## src/rtl/cpu_defs.sv

```systemverilog
// Shared RV32I front-end definitions: datapath width, bubble instruction and opcodes.
package cpu_defs;

  localparam int unsigned XLEN = 32;
  localparam int unsigned OP_W = 7;

  localparam logic [XLEN-1:0] NOP_INSTR = 32'h0000_0013;

  localparam logic [OP_W-1:0] OP_RTYPE  = 7'b0110011;
  localparam logic [OP_W-1:0] OP_ITYPE  = 7'b0010011;
  localparam logic [OP_W-1:0] OP_LOAD   = 7'b0000011;
  localparam logic [OP_W-1:0] OP_STORE  = 7'b0100011;
  localparam logic [OP_W-1:0] OP_BRANCH = 7'b1100011;
  localparam logic [OP_W-1:0] OP_JAL    = 7'b1101111;
  localparam logic [OP_W-1:0] OP_JALR   = 7'b1100111;

endpackage

```

## src/rtl/if_stage_if.sv

```systemverilog
// Instruction-memory port between the fetch stage (master) and instruction memory (slave).
interface if_stage_if;
  import cpu_defs::*;

  logic [XLEN-1:0] imem_addr;
  logic [XLEN-1:0] imem_rdata;
  logic            imem_ready;

  modport master (output imem_addr, input imem_rdata, input imem_ready);
  modport slave  (input imem_addr, output imem_rdata, output imem_ready);
endinterface

```

## src/rtl/pc_reg.sv

```systemverilog
// Program counter with next-PC select: aligned redirect target, +4 advance, or hold.
module pc_reg
  import cpu_defs::*;
#(
  parameter logic [XLEN-1:0] RESET_PC = '0
) (
  input  logic            clk,
  input  logic            rst,
  input  logic            load_target,
  input  logic            advance,
  input  logic [XLEN-1:0] target,
  output logic [XLEN-1:0] pc
);

  logic [XLEN-1:0] pc_nxt_c;

  // Redirect wins over sequential advance; otherwise hold.
  always_comb begin
    pc_nxt_c = pc;
    if (load_target) begin
      pc_nxt_c = target;
    end else if (advance) begin
      pc_nxt_c = pc + XLEN'(4);
    end
  end

  always_ff @(posedge clk) begin
    if (rst) begin
      pc <= RESET_PC;
    end else begin
      pc <= pc_nxt_c;
    end
  end

endmodule

```

## src/rtl/if_stage.sv

```systemverilog
// RV32I instruction-fetch stage: PC, instruction-memory address and the IF/ID register.
module if_stage #(
  parameter logic [cpu_defs::XLEN-1:0] RESET_PC  = '0,
  parameter logic [cpu_defs::XLEN-1:0] NOP_INSTR = cpu_defs::NOP_INSTR
) (
  input  logic                        clk,
  input  logic                        rst,
  input  logic                        stall,
  input  logic                        redirect,
  input  logic [cpu_defs::XLEN-1:0]   redirect_pc,
  if_stage_if.master                  imem,
  output logic                        id_valid,
  output logic [cpu_defs::XLEN-1:0]   id_pc,
  output logic [cpu_defs::XLEN-1:0]   id_instr,
  output logic [6:0]                  id_op,
  output logic [2:0]                  id_funct3,
  output logic [6:0]                  id_funct7,
  output logic                        misalign_err
);

  localparam int unsigned XLEN = cpu_defs::XLEN;

  logic [XLEN-1:0] pc;
  logic            fetch_c;
  logic [XLEN-1:0] target_c;

  assign fetch_c  = !redirect && !stall && imem.imem_ready;
  assign target_c = {redirect_pc[XLEN-1:2], 2'b00};

  pc_reg #(
    .RESET_PC (RESET_PC)
  ) u_pc_reg (
    .clk         (clk),
    .rst         (rst),
    .load_target (redirect),
    .advance     (fetch_c),
    .target      (target_c),
    .pc          (pc)
  );

  assign imem.imem_addr = pc;

  // IF/ID register: flush on redirect, freeze on stall, bubble on wait, else capture.
  always_ff @(posedge clk) begin
    if (rst) begin
      id_valid     <= 1'b0;
      id_pc        <= '0;
      id_instr     <= NOP_INSTR;
      misalign_err <= 1'b0;
    end else begin
      misalign_err <= redirect && (|redirect_pc[1:0]);
      if (redirect) begin
        id_valid <= 1'b0;
        id_instr <= NOP_INSTR;
      end else if (stall) begin
        id_valid <= id_valid;
      end else if (!imem.imem_ready) begin
        id_valid <= 1'b0;
        id_instr <= NOP_INSTR;
      end else begin
        id_valid <= 1'b1;
        id_pc    <= pc;
        id_instr <= imem.imem_rdata;
      end
    end
  end

  // Decoder fields are straight slices of the registered instruction.
  assign id_op     = id_instr[6:0];
  assign id_funct3 = id_instr[14:12];
  assign id_funct7 = id_instr[31:25];

endmodule

```

## src/flat_wrapper.sv

```systemverilog
// flat-port wrapper written by rule: the top's interface ports become plain ports
module if_stage_flat 
#(
  parameter logic [cpu_defs::XLEN-1:0] RESET_PC  = '0,
  parameter logic [cpu_defs::XLEN-1:0] NOP_INSTR = cpu_defs::NOP_INSTR
)
  (clk, rst, stall, redirect, redirect_pc, id_valid, id_pc, id_instr, id_op, id_funct3, id_funct7, misalign_err, imem_imem_addr, imem_imem_rdata, imem_imem_ready);
  if_stage_if imem_i ();
  input  logic clk;
  input  logic rst;
  input  logic stall;
  input  logic redirect;
  input  logic [cpu_defs::XLEN-1:0] redirect_pc;
  output logic id_valid;
  output logic [cpu_defs::XLEN-1:0] id_pc;
  output logic [cpu_defs::XLEN-1:0] id_instr;
  output logic [6:0] id_op;
  output logic [2:0] id_funct3;
  output logic [6:0] id_funct7;
  output logic misalign_err;
  output wire logic [$bits(imem_i.imem_addr)-1:0] imem_imem_addr;
  input wire logic [$bits(imem_i.imem_rdata)-1:0] imem_imem_rdata;
  input wire logic [$bits(imem_i.imem_ready)-1:0] imem_imem_ready;
  assign imem_imem_addr = imem_i.imem_addr;
  assign imem_i.imem_rdata = imem_imem_rdata;
  assign imem_i.imem_ready = imem_imem_ready;
  if_stage #(.RESET_PC(RESET_PC), .NOP_INSTR(NOP_INSTR)) u_core (.clk(clk), .rst(rst), .stall(stall), .redirect(redirect), .redirect_pc(redirect_pc), .imem(imem_i), .id_valid(id_valid), .id_pc(id_pc), .id_instr(id_instr), .id_op(id_op), .id_funct3(id_funct3), .id_funct7(id_funct7), .misalign_err(misalign_err));
endmodule
```

## config.mk

```make
export PLATFORM = sky130hd
export DESIGN_NAME = if_stage_flat
export DESIGN_NICKNAME = d
export VERILOG_FILES = /design/src/rtl/cpu_defs.sv /design/src/rtl/if_stage_if.sv /design/src/rtl/pc_reg.sv /design/src/rtl/if_stage.sv /design/src/flat_wrapper.sv
export SDC_FILE = /design/constraint.sdc
export NUM_CORES = 1
export LEC_CHECK = 0
export BUFFER_PORTS_ARGS = -buffer_cell sky130_fd_sc_hd__buf_2
export CAP_MARGIN = 10
export CORE_MARGIN = 2
export CORE_UTILIZATION = 47
export CTS_CLUSTER_DIAMETER = 100
export DETAILED_ROUTE_END_ITERATION = 6
export PLACE_DENSITY = 0.86
export SYNTH_ARGS = -nofsm -noshare
export SYNTH_HDL_FRONTEND = slang
export SYNTH_SLANG_ARGS = --single-unit
```

## constraint.sdc

```tcl
create_clock -name clk -period 2.38 [get_ports clk]
set_clock_uncertainty 0.1 [all_clocks]
set_input_delay 0.238 -clock clk [delete_from_list [all_inputs] [get_ports clk]]
set_output_delay 0.238 -clock clk [all_outputs]
set_load 0.02 [all_outputs]
```

==> results.py <==
metrics = {
    "die": {
        "die_h_um": 97,
        "die_area_um2": 9410,
        "pin_count": 184,
        "rows": 33,
        "die_w_um": 97,
        "core_area_um2": 8300,
        "initial_core_util_pct": 49.0,
    },
    "route": {
        "vias": 4288,
        "drt-wirelength-per-cell_um": 15.5,
        "route.detailed.drc": 0,
        "first_pass_iters": 5,
        "vias_per_cell": 5.62,
        "totalWireLength_mm": 11.8,
        "drt-initial-drc-count": 265,
        "ant_nets": 0,
    },
    "critical_path": {
        "setup.worst_path.start_class": "flop",
        "critPathTopFamily": "simple AND/OR/NAND/NOR gates",
        "critPathRequiredTime_ps": 2540,
        "crit_type": "reg -> reg",
        "crit_arrival_ps": 2290,
        "endpoint_kind": "flop",
        "critPathBufInv": 0,
        "slowest_delay_ps": 510,
        "path_max_fanout": 8,
        "critPathSlowestCell": "or4_1",
        "path_cells": "and4_1, nand4_1, or4_1, a311oi_1",
    },
    "yosys": {
        "ys_types": 44,
        "synth_top_area_share_pct": 46.3,
        "synth_area_leader_cell": "dfxtp_1",
        "syn_inst": 483,
        "synthArstFlopShare_pct": 0,
        "synth.top_cells.by_area": "dfxtp_1 (46%), nand2_1 (7.5%), a22oi_1 (5.5%)",
        "ys_seq_area_share_pct": 46.3,
        "synthTopCellsByCount": "dfxtp_1 (94), nand2_1 (81), nor2_1 (55)",
        "synth.avg_cell_area_um2": 8.42,
        "synth_flop_cell": "dfxtp_1",
        "ys_ff_latch": 94,
        "synth_edf_count": 0,
        "ys_warn_count": 0,
        "synth_area_um2": 4070,
        "yosysMostFrequentCell": "dfxtp_1",
    },
    "clock_tree": {
        "root_buffer": "clkbuf_8",
        "cts_resized": 0,
        "clkTransAtPathRegs_ps": 100,
        "clockBufferDepth": 2,
        "clock_latency_ps": 360,
        "ctsHtreeMaxLevel": 3,
        "clock-sinks": 94,
        "postCtsSetupBuffers": 0,
        "cts-hold-fix-buffers": 23,
        "cts_tree": "done",
        "cts_buffers": 9,
    },
    "sta": {
        "fin_crit_ps": 2120,
        "rsz0062_at_grt": "no",
        "setup_viol": 0,
        "timing.fmax_ghz": 0.471,
        "setup_tns_ps": 0,
        "period_share_pct": 89.2,
        "maxSlewHeadroom_pct": 63.9,
        "worst_pin_slew_ps": 537,
        "hold_viol": 0,
        "slew_viol_final": 0,
    },
    "placement": {
        "gp_congestion": 0.852,
        "port_buffers": 179,
        "hpwl_mm": 8.29,
    },
    "global_route": {
        "antenna_found_initial": 0,
        "grt_usage_pct": 24.3,
        "grt_max_degree": 51,
        "grt_overflow": 0,
        "grt_pass1_vias": 3971,
        "grt_pass1_wl_mm": 18.9,
    },
    "finish": {
        "diodes": 0,
        "nets": 723,
        "area_growth_pct": 30.7,
        "drive_above_1_share_pct": 31.9,
        "largest_reg_flops": 32,
    },
    "run_status": {
        "status": "completed",
    },
    "flow_run": {
        "maxCapViolations": 0,
    },
    "power_and_ir_drop": {
        "p_leak_nw": 2.31,
        "ir_drop_v": 0.000331,
        "p_per_area_nw_per_um2": 612,
        "p_total_mw": 3.25,
    },
    "hold_path": {
        "hold_path.class": "in -> reg",
    },
}
-- routing by layer --
| layer | vias to the layer above | share of wire, % | global-route usage [%] | wire [µm] |
|---|---|---|---|---|
| li1 | 2047 | - | - | - |
| met1 | 1981 | 40 | 29.3 | 4730 |
| met2 | 236 | 49 | 41.6 | 5800 |
| met3 | 24 | 8.8 | 6.43 | 1040 |
| met4 | 0 | 2.1 | 8.67 | 252 |
| met5 | - | 0 | 0 | 0 |
-- tightest hold or removal path, stage by stage --
cell and delay (ps):
buf_2 70, a22oi_1 50, nor2_1 80
-- placed cells by master (no fill, tap or decap), types with 9 or more instances in the layout --
master           n
a211oi_1         9
a21oi_1         34
a22oi_1         30
a311oi_1        16
buf_2          179
buf_4           11
clkbuf_8         9
dfxtp_1         94
dlygate4sd3_1   23
nand2_1         81
nand3_1         10
nand4_1         10
nor2_1          54
o31ai_1         11
or4_1           12
-- final timing paths --
path / start / endpoint / slack [ps] / depth (start not counted)
min: imem_imem_rdata[31] / u_core.id_instr[31] / 10 / 3
max reg2reg: u_core.u_pc_reg.pc[9] / u_core.u_pc_reg.pc[26] / 260 / 4
max: u_core.u_pc_reg.pc[9] / u_core.u_pc_reg.pc[26] / 260 / 4
min reg2reg: u_core.id_pc[19] / u_core.id_pc[19] / 350 / 2
-- final cells by class --
type / count / area, µm²
Tap cell: 105 / 131
Sequential cell: 94 / 1880
Clock buffer: 9 / 124
Inverter: 7 / 26.3
Fill cell: 705 / 2990
Timing Repair Buffer: 213 / 1210
Multi-Input combinational cell: 328 / 1860
Clock inverter: 7 / 81.3
-- through the flow --
step	setup slack (ps)	util, %	instances	cell area [µm²]	hold slack [ps]
final	257	64.0	763	5310	14.8
after global routing	80.4	64.0	763	5310	6.25
after CTS	287	64.0	763	5310	0.158
after detailed placement	302	58.8	724	4880	344
after global placement	382	58.8	724	4880	333
after floorplan	367	-	486	4080	248
-- kinds of logic after synthesis --
group | count (synthesis) | share of synthesized area [%]
buffers and inverters | 64 | 8.37
xor gates and xnor gates | 12 | 2.59
AOI/OAI and AO/OA | 113 | 19.1
other | 1 | 0.0922
and+or+nand+nor | 198 | 23.3
DFF | 94 | 46.3
adders and majority gates | 1 | 0.308
-- power breakdown --
part           internal, mW  switching [mW]
clock                 0.501           0.591
combinational         0.182           0.265
sequential             1.63          0.0779
(Power assumes the default switching activity.)
